File: src/rtl/daq_uart_pkg.sv
// Shared types and constants for the DAQ UART transmitter.
// Frame-length helper lets users size timeouts around one frame.
package daq_uart_pkg;

    typedef logic [2:0] state_t;

    localparam state_t ST_IDLE     = 3'd0;
    localparam state_t ST_START    = 3'd1;
    localparam state_t ST_DATA     = 3'd2;
    localparam state_t ST_PARITY   = 3'd3;
    localparam state_t ST_STOP     = 3'd4;
    localparam state_t ST_WAIT_LOW = 3'd5;

    localparam int PARITY_NONE = 0;
    localparam int PARITY_EVEN = 1;
    localparam int PARITY_ODD  = 2;

    function automatic int frame_clks(int cpb, int parity, int stop_bits);
        return (10 + ((parity != PARITY_NONE) ? 1 : 0)
                + (stop_bits - 1)) * cpb;
    endfunction

    function automatic logic parity_bit(int mode, logic [7:0] f);
        return (mode == PARITY_ODD) ? ~^f : ^f;
    endfunction

endpackage

File: src/rtl/daq_uart_if.sv
// Four-phase DAQ readout handshake between producer and UART.
// data_ready/data are driven asynchronously by the producer.
interface daq_uart_if;

    logic       data_ready;
    logic [6:0] data;
    logic       data_loaded;

    modport master (
        output data_ready,
        output data,
        input  data_loaded
    );

    modport slave (
        input  data_ready,
        input  data,
        output data_loaded
    );

endinterface

File: src/rtl/daq_baud_gen.sv
// Bit-time generator: counts 0..CLKS_PER_BIT-1 while run is high.
// bit_tick marks the last clk of each bit period.
module daq_baud_gen #(
    parameter int CLKS_PER_BIT = 347
) (
    input  logic clk,
    input  logic reset_n,
    input  logic run,
    output logic bit_tick
);

    localparam int W = $clog2(CLKS_PER_BIT);
    localparam logic [W-1:0] LAST = W'(CLKS_PER_BIT - 1);

    logic [W-1:0] cnt;

    assign bit_tick = run && (cnt == LAST);

    always_ff @(posedge clk or negedge reset_n) begin
        if (!reset_n) begin
            cnt <= '0;
        end else if (!run || bit_tick) begin
            cnt <= '0;
        end else begin
            cnt <= cnt + W'(1);
        end
    end

endmodule

File: src/rtl/daq_uart_tx.sv
// UART transmitter for DAQ bytes framed as {MARK_BIT, data[6:0]}.
// One byte per data_ready/data_loaded four-phase handshake.
module daq_uart_tx
    import daq_uart_pkg::*;
#(
    parameter int   CLKS_PER_BIT = 347,
    parameter int   PARITY       = PARITY_NONE,
    parameter int   STOP_BITS    = 1,
    parameter logic MARK_BIT     = 1'b1
) (
    input  logic        clk,
    input  logic        reset_n,
    daq_uart_if.slave   bus,
    output logic        txd,
    output logic        busy
);

    localparam logic [2:0] LAST_STOP = 3'(STOP_BITS - 1);

    state_t     state;
    logic       rdy_q1;
    logic       rdy_s;
    logic [7:0] shreg;
    logic       par;
    logic [2:0] bit_cnt;
    logic       run;
    logic       bit_tick;

    always_ff @(posedge clk or negedge reset_n) begin
        if (!reset_n) begin
            rdy_q1 <= 1'b0;
            rdy_s  <= 1'b0;
        end else begin
            rdy_q1 <= bus.data_ready;
            rdy_s  <= rdy_q1;
        end
    end

    assign run = (state == ST_START) || (state == ST_DATA) ||
                 (state == ST_PARITY) || (state == ST_STOP);

    daq_baud_gen #(
        .CLKS_PER_BIT(CLKS_PER_BIT)
    ) u_baud (
        .clk     (clk),
        .reset_n (reset_n),
        .run     (run),
        .bit_tick(bit_tick)
    );

    always_ff @(posedge clk or negedge reset_n) begin
        if (!reset_n) begin
            state           <= ST_IDLE;
            shreg           <= '0;
            par             <= 1'b0;
            bit_cnt         <= '0;
            bus.data_loaded <= 1'b0;
        end else begin
            unique case (state)
                ST_IDLE: begin
                    if (rdy_s) begin
                        shreg           <= {MARK_BIT, bus.data};
                        par             <= parity_bit(PARITY,
                                                      {MARK_BIT, bus.data});
                        bus.data_loaded <= 1'b1;
                        bit_cnt         <= '0;
                        state           <= ST_START;
                    end
                end
                ST_START: begin
                    if (bit_tick) state <= ST_DATA;
                end
                ST_DATA: begin
                    if (bit_tick) begin
                        shreg   <= {1'b0, shreg[7:1]};
                        bit_cnt <= bit_cnt + 3'd1;
                        if (bit_cnt == 3'd7) begin
                            state <= (PARITY != PARITY_NONE) ? ST_PARITY
                                                             : ST_STOP;
                        end
                    end
                end
                ST_PARITY: begin
                    if (bit_tick) state <= ST_STOP;
                end
                ST_STOP: begin
                    if (bit_tick) begin
                        if (bit_cnt == LAST_STOP) begin
                            bus.data_loaded <= 1'b0;
                            bit_cnt         <= '0;
                            state           <= ST_WAIT_LOW;
                        end else begin
                            bit_cnt <= bit_cnt + 3'd1;
                        end
                    end
                end
                ST_WAIT_LOW: begin
                    // a producer slow to drop ready must not get a repeat frame
                    if (!rdy_s) state <= ST_IDLE;
                end
                default: state <= ST_IDLE;
            endcase
        end
    end

    assign busy = (state != ST_IDLE);

    always_comb begin
        txd = 1'b1;
        unique case (state)
            ST_START:  txd = 1'b0;
            ST_DATA:   txd = shreg[0];
            ST_PARITY: txd = par;
            default:   txd = 1'b1;
        endcase
    end

endmodule

File: src/flat_wrapper.sv
// flat-port wrapper written by rule: the top's interface ports become plain ports
module daq_uart_tx_flat import daq_uart_pkg::*;
#(
    parameter int   CLKS_PER_BIT = 347,
    parameter int   PARITY       = PARITY_NONE,
    parameter int   STOP_BITS    = 1,
    parameter logic MARK_BIT     = 1'b1
)
  (clk, reset_n, txd, busy, bus_data_ready, bus_data, bus_data_loaded);
  daq_uart_if bus_i ();
  input  logic clk;
  input  logic reset_n;
  output logic txd;
  output logic busy;
  input wire logic [$bits(bus_i.data_ready)-1:0] bus_data_ready;
  input wire logic [$bits(bus_i.data)-1:0] bus_data;
  output wire logic [$bits(bus_i.data_loaded)-1:0] bus_data_loaded;
  assign bus_i.data_ready = bus_data_ready;
  assign bus_i.data = bus_data;
  assign bus_data_loaded = bus_i.data_loaded;
  daq_uart_tx #(.CLKS_PER_BIT(CLKS_PER_BIT), .PARITY(PARITY), .STOP_BITS(STOP_BITS), .MARK_BIT(MARK_BIT)) u_core (.clk(clk), .reset_n(reset_n), .bus(bus_i), .txd(txd), .busy(busy));
endmodule
File: config.mk
export PLATFORM = sky130hd
export DESIGN_NAME = daq_uart_tx_flat
export DESIGN_NICKNAME = d
export VERILOG_FILES = /design/src/rtl/daq_uart_pkg.sv /design/src/rtl/daq_uart_if.sv /design/src/rtl/daq_baud_gen.sv /design/src/rtl/daq_uart_tx.sv /design/src/flat_wrapper.sv
export SDC_FILE = /design/constraint.sdc
export NUM_CORES = 1
export LEC_CHECK = 0
export CAP_MARGIN = 20
export CORE_ASPECT_RATIO = 1.2
export CORE_MARGIN = 2
export CORE_UTILIZATION = 34
export CTS_CLUSTER_DIAMETER = 50
export DETAILED_ROUTE_END_ITERATION = 12
export PLACE_DENSITY = 0.52
export REMOVE_ABC_BUFFERS = 1
export SLEW_MARGIN = 5
export SYNTH_ARGS = -nofsm -noshare
export SYNTH_HDL_FRONTEND = slang
export SYNTH_SLANG_ARGS = --single-unit
File: constraint.sdc
create_clock -name clk -period 2.23 [get_ports clk]
set_clock_uncertainty 0.15 [all_clocks]
set_input_delay 0.446 -clock clk [delete_from_list [all_inputs] [get_ports clk]]
set_output_delay 0.446 -clock clk [all_outputs]
set_load 0.02 [all_outputs]
; Word-level counts from Yosys, hierarchy flattened
; Cells that the tools add are included.
[totals]
out_inout_bits = 3
regBits = 27
inputBits = 10
[classes]
n_reduce_logical = 18
n_addsub = 2
mux = 23
eq_ne = 15
[op_table]
columns = op, count
row1 = 3-bit two-way mux, 12
row2 = 3-bit one-hot mux with 6 select lines, 1
row3 = 8-bit two-way mux, 2
row4 = 8-bit one-hot mux with 2 select lines, 1
row5 = "2-bit != test, second input constant", 7
row6 = "9-bit by 1-bit adder with 9-bit output, second input constant", 1
row7 = "3-bit == test, second input constant", 3
row8 = "9-bit == test, second input constant", 1
row9 = 9-bit two-way mux, 1
row10 = 3-bit one-hot mux with 3 select lines, 1
row11 = 4-bit AND reduction, 2
row12 = 8-bit AND reduction, 1
row13 = 8-bit parity, 1
row14 = "3-bit by 2-bit == test with 1-bit output, second input constant", 2
row15 = 3-bit zero test, 2
row16 = 3-bit nonzero test, 2
row17 = 1-bit logical OR, 4
row18 = 2-bit nonzero test, 2
row19 = "3-bit by 1-bit adder with 3-bit output, second input constant", 1
row20 = "3-bit by 1-bit == test with 1-bit output, second input constant", 1
row21 = 1-bit two-way mux, 3
row22 = 1-bit one-hot mux with 3 select lines, 1
row23 = 3-bit AND reduction, 1
row24 = "2-bit by 1-bit != test with 1-bit output, second input constant", 1
row25 = other kinds (4), 4

; Logic depth before layout (Yosys ltp)
[depth]
ltp_word = 7
depth_mapped = 6
depth_no_buf = 6

; Hierarchy
; A second synthesis with hierarchy kept.
[unflattened]
hier_cells = 145
hier_area_um2 = 1462.7
[by_module_without_submodules]
columns = module, seq_area_each_um2, cells_per_inst, instances, area_per_inst_um2
row1 = daq_uart_tx, 450.4, 97, 1, 985.9
row2 = daq_baud_gen, 225.2, 48, 1, 476.7

; Least setup slack after synthesis
; No wires, ideal clock.
[synth_timing]
kind = register to register
from = reg u_core.u_baud.cnt[0]
to = reg u_core.shreg[1]
setup_ps = 125
arrival_time_ps = 1700
path_slack_ps = 255
stages_incl_launch_ff = 7
path_cell_list = dfrtp_1 > inv_1 > ha_1 > nand4bb_4 > o31ai_1 > nor3b_4 > mux2_2
[synth_between]
elab_chain_len = 4
[synth_lines]
columns = item, line
row1 = start: declaration, daq_baud_gen.sv:15  ; logic [W-1:0] cnt;
row2 = start signal: assignment, daq_baud_gen.sv:25  ; cnt <= cnt + W'(1);
row3 = 9-bit == test, daq_baud_gen.sv:17  ; assign bit_tick = run && (cnt == LAST);
row4 = 1-bit logical AND, daq_baud_gen.sv:17
row5 = 2-bit != test (no source line), --
row6 = 3-bit AND reduction (no source line), --
row7 = end signal: assignment, daq_uart_tx.sv:62  ; shreg <= {MARK_BIT, bus.data};
row8 = end signal: assignment, daq_uart_tx.sv:75  ; shreg <= {1'b0, shreg[7:1]};
row9 = end: declaration, daq_uart_tx.sv:23  ; logic [7:0] shreg;
; No other way between the ends.
; A chain may end at the register's enable or synchronous reset.

; Worst setup path after layout
[layout_timing]
from = reg u_core.state[0]
to = out busy
[layout_between]
elab_chain_len = 1
[layout_lines]
columns = item, line
row1 = start: declaration, daq_uart_tx.sv:20  ; state_t state;
row2 = start signal: assignment, daq_uart_tx.sv:78  ; state <= (PARITY != PARITY_NONE) ? ST_PARITY
row3 = 3-bit nonzero test, daq_uart_tx.sv:106  ; assign busy = (state != ST_IDLE);
row4 = end: declaration, flat_wrapper.sv:14  ; output logic busy;
; No other way between the ends.

==> results.txt <==
status: complete, no violations
most common flop cell mapped by yosys: dfrtp_1
cell count after placement: 205
Hold Violations, Final: 0
Layout Cells excl Fill: 211
critical path class: register to output pin
clock sink count: 27
worst slew pin tran: 0.3520 ns
WL final: 2.536 mm
Initial Util: 35.00%
Die Wd: 64 µm
CP max FO: 8
largest net degree at the start of global routing: 28
Sw Pwr: 347.9 µW
Leak Pwr: 0.7399 nW
syn avg cell area: 11.13 µm²
CP arrival: 1.49 ns
routed len/inst: 12.02 µm
Slew Limit Fails: 0
CP Cell Sequence: or3_1, dlygate4sd2_1
gr usage total: 11.67%
number of antenna violations at the first check in global routing: 0
Tmin final: 2.081 ns
DRC: 0
synthesized flop and latch total: 27
clock slew at reported path FFs: 0.08 ns
Via density: 4.682
grt total ovfl: 0
final weighted congestion in routability-driven placement: 0.7675
CP top delay family: flip-flops
DIE AREA: 4864 µm²
Setup WS pre-CTS: 0.09156 ns
Final TNS setup: 0 ns
antenna viol nets, final: 0
clock buffer depth: 2
Fillers: 398
commonest cells after routing, fill and taps aside: dfrtp_1 (26), mux2_2 (15), nor2_1 (13)
cell-internal power: 874.7 µW
register area share after synthesis: 46.00%
total CTS buffers: 3
Max transition margin: 76.48%
critical path data required time: 1.63 ns
first-pass GRT wire length: 4.429 mm
Synth Cell Area: 1469 µm²
Final #Nets: 171
Skew-Pair Late Insertion Delay: 0.27 ns
Power per Cell Area: 694.0 nW/µm²
layout cell share with drive strength beyond 1: 22.58%
n_diodes: 0
maximum vdd drop: 0.2634 mV
Gate Count Post-Synth: 132
Initial DRC Count: 15
Root Driver: clkbuf_8
row count: 26
most common cell after layout, fill and taps aside: dfrtp_1
Max stage delay on crit path: 0.46 ns
Switching Share: 28.45%
Critical Path Sink Type: output pin
clock power share: 22.2%
CTS tree: built
Synth area leader: dfrtp_1
Area Overhead vs Synth: 19.93%
ys async rst share: 100.0%
ranking of synthesized cells by area: dfrtp_1 (46%), mux2_2 (11%), xnor2_1 (4.8%), ha_1 (4.3%), nor2_1 (3.3%)
Post-DP HPWL: 1.943 mm
final worst slack: 0.1490 ns
Max-Cap Viols: 0
# setup viols final: 0
vias in the first global route: 992
Hold Crit Class: register to register
DIE HEIGHT: 76 µm
# IOs: 13
number of synthesized flops with an enable pin: 0
Highest Clock Rate: 480.5 MHz
vias: 988
highest-delay cell along the critical path: dfrtp_2
Startpoint Class: register
Pre-antenna DRT Iters: 3
synth warn: 0
H-tree depth: 1
Distinct cells, synth: 33
Core Region: 4197 µm²
Seq pwr share: 55.9%
top cell type's share of synthesized area: 46.00%
unrepaired setup endpoints after global routing: no
CTS Hold Buffers Added: 0
port bufs: 12
CP Buf/Inv Count: 1
combinational power share: 21.8%
period utilisation layout: 93.32%
-- Yosys cell counts (all sizes together), types with 2 or more instances --
| cell | count |
|---|---|
| nand3 | 4 |
| mux2i | 2 |
| nor3b | 5 |
| xor2 | 5 |
| nor2b | 3 |
| nand2b | 2 |
| ha | 5 |
| inv | 7 |
| nor3 | 4 |
| a21oi | 4 |
| o31ai | 2 |
| dfrtp | 27 |
| nand2 | 5 |
| nor2 | 13 |
| or3 | 2 |
| xnor2 | 8 |
| o21ai | 4 |
| a311o | 2 |
| mux2 | 15 |
| buf | 3 |
-- kinds of logic (layout without fill, tap and decap cells) --
kind of cell	Yosys count	after routing	synth area share, %
DFF	27	27	46.00
AOI/OAI and AO/OA	15	15	6.815
adders and majority gates	5	5	4.259
buffers and inverters	11	34	3.407
xor gates and xnor gates	13	13	7.751
and+or+nand+nor	44	44	18.91
muxes	17	17	12.86
-- state kept, by name (all words and copies together), names as in the netlist --
register / cells
u_core.bit_cnt: 3
u_core.shreg: 8
u_core.u_baud.cnt: 9
u_core.par: 1
u_core.rdy_q1: 1
u_core.rdy_s: 1
u_core.state: 3
u_core.bus.data_loaded: 1
-- power groups by stage --
stage | logic (mW) | clock network, mW | registers (mW)
floorplan | 0.190 | 0 | 0.674
global placement | 0.265 | 0 | 0.688
detailed placement | 0.272 | 0 | 0.696
CTS | 0.273 | 0.285 | 0.687
global route | 0.302 | 0.308 | 0.700
finish | 0.267 | 0.272 | 0.684
-- timing repair --
item | in CTS | in global routing
gates cloned | 0 | 0
setup endpoints to repair | 2 | 1
resized for setup | 3 | 0
pin swaps | 0 | 0
buffers inserted | 0 | 2
-- layout make-up --
class                   instances  area [µm²]  share of cell area [%]
multi-input cells              94       743.2                   42.19
flip-flops and latches         27       676.9                   38.42
repair buffers                 23       200.2                   11.36
well taps                      56       70.07                   3.977
clock buffers                   4       45.04                   2.557
inverters                       7       26.28                   1.491
-- stage by stage --
step	hold WS (ns)	power, mW	utilization [%]	area (µm²)
floorplan	0.0004089	0.8637	-	1445
global placement	0.1851	0.9531	40.58	1703
detailed placement	0.1847	0.9687	40.58	1703
CTS	0.2053	1.244	41.62	1747
global route	0.2140	1.309	41.98	1762
finish	0.2046	1.223	41.98	1762
-- worst register-to-register path, delay by kind of cell, from the launching register on --
| kind | cells | cell delay [ns] |
|---|---|---|
| mux | 1 | 0.35 |
| buf+inv | 2 | 0.25 |
| compound gates | 1 | 0.24 |
| fa+ha+maj | 1 | 0.19 |
| simple gates | 2 | 0.34 |
| flops | 1 | 0.43 |
-- final timing paths --
path | start | endpoint | slack, ns | cells past startpoint
worst max-delay path | u_core.state[0] | busy | 0.15 | 2
worst min-delay path | u_core.rdy_q1 | u_core.rdy_s | 0.20 | 0
worst max register to register | u_core.u_baud.cnt[0] | u_core.shreg[6] | 0.18 | 7
worst min register to register | u_core.rdy_q1 | u_core.rdy_s | 0.20 | 0
max in group asynchronous | reset_n | u_core.state[0] | 1.26 | 2
min in group asynchronous | reset_n | u_core.shreg[3] | 0.39 | 2
-- layer usage --
layer	routed length, µm	GRT usage (%)	vias to the layer above
li1	-	-	502
met2	1284	20.10	13
met1	1099	13.30	468
met3	96	2.659	5
met4	55	5.870	0
met5	0	0	-
(Power assumes the default switching activity.)
==> RTL edit 1 (config.mk and constraints unchanged) <==
`CLKS_PER_BIT` is set to 347 in 3 places; all go to 173.
--- a/src/rtl/daq_baud_gen.sv
+++ b/src/rtl/daq_baud_gen.sv
@@ -1,7 +1,7 @@
 // Bit-time generator: counts 0..CLKS_PER_BIT-1 while run is high.
 // bit_tick marks the last clk of each bit period.
 module daq_baud_gen #(
-    parameter int CLKS_PER_BIT = 347
+    parameter int CLKS_PER_BIT = 173
 ) (
     input  logic clk,
     input  logic reset_n,
--- a/src/rtl/daq_uart_tx.sv
+++ b/src/rtl/daq_uart_tx.sv
@@ -3,7 +3,7 @@
 module daq_uart_tx
     import daq_uart_pkg::*;
 #(
-    parameter int   CLKS_PER_BIT = 347,
+    parameter int   CLKS_PER_BIT = 173,
     parameter int   PARITY       = PARITY_NONE,
     parameter int   STOP_BITS    = 1,
     parameter logic MARK_BIT     = 1'b1
--- a/src/flat_wrapper.sv
+++ b/src/flat_wrapper.sv
@@ -1,7 +1,7 @@
 // flat-port wrapper written by rule: the top's interface ports become plain ports
 module daq_uart_tx_flat import daq_uart_pkg::*;
 #(
-    parameter int   CLKS_PER_BIT = 347,
+    parameter int   CLKS_PER_BIT = 173,
     parameter int   PARITY       = PARITY_NONE,
     parameter int   STOP_BITS    = 1,
     parameter logic MARK_BIT     = 1'b1
Check against the original RTL: same outputs for any inputs over 10 cycles, from zero or initial values and one cycle with reset_n low; that may be too few to reach the edited logic, so the function may still have changed.
==> RTL edit 1 against the original RTL <==
Sequential share of layout area fell by 0.53 points; cell area shrank 2.3%; routed wire length increased by 0.20%; global-route usage is 0.23 points higher; sequential cell count shrank 1; first-iteration DRC count rose to 4.1 times the old value; utilization increased by 1.3 points; critical path depth up 4; synthesized area shrank 3.2%; total power rose by 9.0%; worst setup slack lost 0.020 ns; critical path type is now reg2reg.
==> RTL edit 1: results (changes against the original RTL) <==
stage,metric,value,unit,change
status,status,finished clean,,
pwr,VDD IR max,0.481,mV,+83%
sta,Slew @ Worst Pin,0.408,ns,+0.0557 ns
synthesis,post-synth cell types,35,,+6.1%
global_routing,GRT Util Overall,0.119,,+0.00234
routing,drc violations,0,,unchanged
global_routing,global-route wire length before repair,4440,µm,+0.16%
clock_network,buffer levels on the longest clock path,2,,unchanged
routing,DRT Pass-1 Iters,4,,+1
sta,final-report setup violation count,0,,unchanged
worst_hold_path,Hold Crit Class,reg2reg,,
finish,number of diodes,0,,unchanged
synthesis,YS warnings,0,,unchanged
clock_network,"CTS clk-pin slew, worst paths",0.09,ns,
routing,Vias/cell,4.80,,+2.6%
finish,biggest regs,"u_core.shreg x8, u_core.u_baud.cnt x8",,
routing,initial DRC count,62,,+47
synthesis,Post-synth ARST share,1.00,,unchanged
finish,share of post-route cells with drive strength above 1,0.205,,-0.0205
critical_path,crit path max fanout,7,,-1
routing,wire length per cell,12.4,µm,+3.1%
clock_network,worst skew pair latency,0.26,ns,
global_routing,vias in the first global route,927,,-6.6%
finish,Layout Nets,167,,-2.3%
global_routing,initial antenna violation count,0,,unchanged
place,DP HPWL,1880,µm,-3.1%
clock_network,Num CTS Buffers,3,,unchanged
clock_network,CTS root buf,clkbuf_8,,
place,dpl ws,0.132,ns,+0.0408 ns
synthesis,Post-synth top cells,"dfrtp_1 (26), nor2_1 (13), mux2_2 (12)",,
synthesis,top post-synthesis cells by area,"dfrtp_1 (46%), mux2_2 (9.5%), xor2_1 (4.9%)",,
critical_path,Worst EP arrival,2.11,ns,+0.62 ns
pwr,Leakage,0.760,nW,+2.7%
clock_network,H-tree levels,1,,unchanged
place,port buffer count,12,,unchanged
place,GP Congestion,0.744,,-3.1%
global_routing,largest net degree at the start of global routing,27,,-3.6%
synthesis,"Seq/Total Area, Yosys",0.458,,-0.00222
clock_network,Post-CTS Setup Inserts,0,,unchanged
==> RTL edit 1: changes by cell type after synthesis, sizes merged, moves of 3 or more <==
cell / unedited run / this run
mux2: 15 / 12
nor3: 4 / 1
nor3b: 5 / 2
xnor2: 8 / 5
xor2: 5 / 8
==> RTL edit 1: worst max-delay path: stages, from the launching register on <==
cell and delay [ns]:
dfrtp_1 0.43, inv_1 0.07, ha_1 0.13, and4bb_2 0.29, nand4_4 0.12, a211oi_4 0.41, mux2_2 0.38
==> RTL edit 1: kinds of logic after synthesis <==
group	count (synthesis)	share of synthesized area
AOI/OAI and AO/OA	21	0.105
xor gates and xnor gates	13	0.0801
adders and majority gates	5	0.0440
buffers and inverters	14	0.0396
DFF	26	0.458
muxes	14	0.109
and+or+nand+nor	39	0.165
==> RTL edit 1: repair_timing <==
item                       4_1_cts  5_1_grt
gates resized for setup          2        1
setup endpoints to repair        2        1
hold endpoints to repair         0        0
pin swaps                        0        0
==> RTL edit 1: cell type report <==
class	instances	area [µm²]
clock inverter	1	30.0
sequential	26	652
inverter	9	33.8
multi-input combinational	92	714
tap	54	67.6
clock buffer	3	41.3
timing repair buffer	20	181
fill	382	2250
==> RTL edit 1: worst paths after layout <==
check | from | end | slack (ns) | depth (start not counted)
min | u_core.rdy_q1 | u_core.rdy_s | 0.21 | 0
max in group asynchronous | reset_n | u_core.state[2] | 1.28 | 2
min reg2reg | u_core.rdy_q1 | u_core.rdy_s | 0.21 | 0
min in group asynchronous | reset_n | u_core.state[0] | 0.39 | 2
max | u_core.u_baud.cnt[0] | u_core.shreg[3] | 0.13 | 6
max reg2reg | u_core.u_baud.cnt[0] | u_core.shreg[3] | 0.13 | 6
==> RTL edit 1: report_power, final <==
part | internal, mW | switching [mW] | total, mW
combinational | 0.152 | 0.136 | 0.287
clock | 0.240 | 0.145 | 0.385
sequential | 0.583 | 0.0774 | 0.661
==> RTL edit 1: routing by layer <==
metal | routed length, µm | vias up | GRT usage
li1 | - | 495 | -
met2 | 1240 | 17 | 0.204
met3 | 96 | 2 | 0.0224
met4 | 23 | 0 | 0.0519
met1 | 1180 | 471 | 0.148
met5 | 0 | - | 0
==> RTL edit 1: through the flow <==
step / std cells / power [mW] / cell area [µm²]
6_report: 205 / 1.33 / 1720
2_1_floorplan: 127 / 0.854 / 1400
4_1_cts: 205 / 1.35 / 1720
5_1_grt: 205 / 1.43 / 1720
3_5_place_dp: 201 / 0.962 / 1650
3_3_place_gp: 201 / 0.951 / 1650
==> RTL edit 2 (same flow settings) <==
Without the edit above. Put a register stage on the output `txd`, cleared by the reset. The value now appears one clock later. The other outputs are not delayed to match.
--- a/src/rtl/daq_uart_tx.sv
+++ b/src/rtl/daq_uart_tx.sv
@@ -16,6 +16,8 @@
 );
 
     localparam logic [2:0] LAST_STOP = 3'(STOP_BITS - 1);
+
+    logic txd_d;
 
     state_t     state;
     logic       rdy_q1;
@@ -106,13 +108,21 @@
     assign busy = (state != ST_IDLE);
 
     always_comb begin
-        txd = 1'b1;
+        txd_d = 1'b1;
         unique case (state)
-            ST_START:  txd = 1'b0;
-            ST_DATA:   txd = shreg[0];
-            ST_PARITY: txd = par;
-            default:   txd = 1'b1;
+            ST_START:  txd_d = 1'b0;
+            ST_DATA:   txd_d = shreg[0];
+            ST_PARITY: txd_d = par;
+            default:   txd_d = 1'b1;
         endcase
+    end
+
+    always_ff @(posedge clk or negedge reset_n) begin
+        if (!reset_n) begin
+            txd <= '0;
+        end else begin
+            txd <= txd_d;
+        end
     end
 
 endmodule
Check against the original RTL: not equivalent (a bounded check fails within 4 cycles, from zero or initial values and one cycle with reset_n low).
==> RTL edit 2 against the original RTL <==
Synthesized area up 4.2%; cell area is 5.3% higher; worst setup slack got worse by 0.089 ns; utilization grew 1.2 points; sequential cell count grew 1; routed wire length grew 11%; largest cell class unchanged; highest routed layer unchanged.
Power is not compared: it rests on default switching activity, and its combinational part moved more than twofold at a synthesized area within 25%.
==> RTL edit 2: results (changes against the original RTL) <==
stage,metric,value,unit,change
synthesis,top post-synthesis cells by area,"dfrtp_1 (46%), mux2_2 (8.1%), nand2_1 (6.6%)",,
global_routing,largest net degree at the start of global routing,29,,+3.6%
place,Placed Area,1780,µm²,+4.4%
sta,headroom to the max-slew limit,0.751,,-0.0135
routing,DRT Pass-1 Iters,5,,+2
critical_path,reg2reg start,u_core.u_baud.cnt[1],,
synthesis,Post-synth top cells,"dfrtp_1 (28), nand2_1 (27), nor2_1 (14)",,
global_routing,GRT Util Overall,0.126,,+0.00907
finish,share of post-route cells with drive strength above 1,0.197,,-0.0293
finish,Final Util,0.432,,+0.0120
critical_path,FF-to-FF End,u_core.shreg[4],,
critical_path,Reg2Reg Depth,6,,-1
critical_path,CP startpoint,u_core.state[1],,
sta,Fmax achieved,461,MHz,-4.1%
place,dpl ws,0.0614,ns,-0.0301 ns
finish,Layout Nets,189,,+11%
clock_network,worst skew pair latency,0.27,ns,about the same
status,status,finished clean,,
global_routing,vias in the first global route,1109,,+12%
place,GP Congestion,0.843,,+9.8%
synthesis,"Seq/Total Area, Yosys",0.458,,-0.00208
critical_path,Worst EP arrival,1.57,ns,+0.08 ns
critical_path,R2R Setup Slk,0.14,ns,-0.04 ns
routing,Vias/cell,4.85,,+3.6%
synthesis,post-synth cell types,36,,+9.1%
finish,Fillers,423,,+6.3%
routing,wire length per cell,12.3,µm,+2.2%
-- RTL edit 2: power by group through the flow --
| stage | clock network [mW] | logic (mW) | registers, mW |
|---|---|---|---|
| 2_1_floorplan | 0 | 0.597 | 0.846 |
| 3_3_place_gp | 0 | 0.958 | 0.803 |
| 3_5_place_dp | 0 | 0.979 | 0.812 |
| 4_1_cts | 0.412 | 0.975 | 0.800 |
| 5_1_grt | 0.431 | 1.10 | 0.825 |
| 6_report | 0.400 | 0.980 | 0.801 |
-- RTL edit 2: final cells by class --
class                   instances  share of cell area
inverters                       5              0.0101
multi-input cells             113               0.425
clock inverters                 1              0.0162
clock buffers                   3              0.0223
repair buffers                 23               0.111
well taps                      56              0.0378
flip-flops and latches         28               0.378
-- RTL edit 2: repair_timing --
action	CTS	global route
gates resized for setup	1	2
pin swaps	0	1
gates cloned	0	0
setup endpoints to repair	1	7
-- RTL edit 2: stage by stage --
| step | setup TNS, ns | total power, mW | hold WS, ns | std cells |
|---|---|---|---|---|
| after CTS | 0 | 2.19 | 0.210 | 229 |
| final | 0 | 2.18 | 0.209 | 229 |
| after detailed placement | 0 | 1.79 | 0.186 | 225 |
| after floorplan | -0.0106 | 1.44 | 0.000409 | 146 |
| after global routing | 0 | 2.35 | 0.220 | 229 |
| after global placement | 0 | 1.76 | 0.185 | 225 |
-- RTL edit 2: worst min path at each step --
stage	from	end	slack, ns
global route	u_core.rdy_q1	u_core.rdy_s	0.22
finish	u_core.rdy_q1	u_core.rdy_s	0.21
CTS	u_core.rdy_q1	u_core.rdy_s	0.21
global placement	u_core.rdy_q1	u_core.rdy_s	0.18
detailed placement	u_core.rdy_q1	u_core.rdy_s	0.19
floorplan	reset_n	u_core.bit_cnt[0]	0.0004
-- RTL edit 2: per-layer routing --
layer	global-route usage	wire (µm)	vias up
met5	0	0	-
met2	0.222	1410	24
met1	0.149	1280	523
met4	0.0479	37	0
li1	-	-	560
met3	0.0217	85	4
-- RTL edit 2: critical path, stage by stage, from the launching register on --
cell,delay [ns]
dfrtp_1,0.49
or3_1,0.46
dlygate4sd2_1,0.34
-- RTL edit 2: logic make-up after synthesis --
logic type | after synthesis | synth area share
AND/OR/NAND/NOR | 69 | 0.238
flip-flops | 28 | 0.458
AO/OA/AOI/OAI | 15 | 0.0793
XOR/XNOR | 13 | 0.0744
buffers and inverters | 11 | 0.0286
multiplexers | 11 | 0.0809
adder cells (fa/ha/maj) | 5 | 0.0409
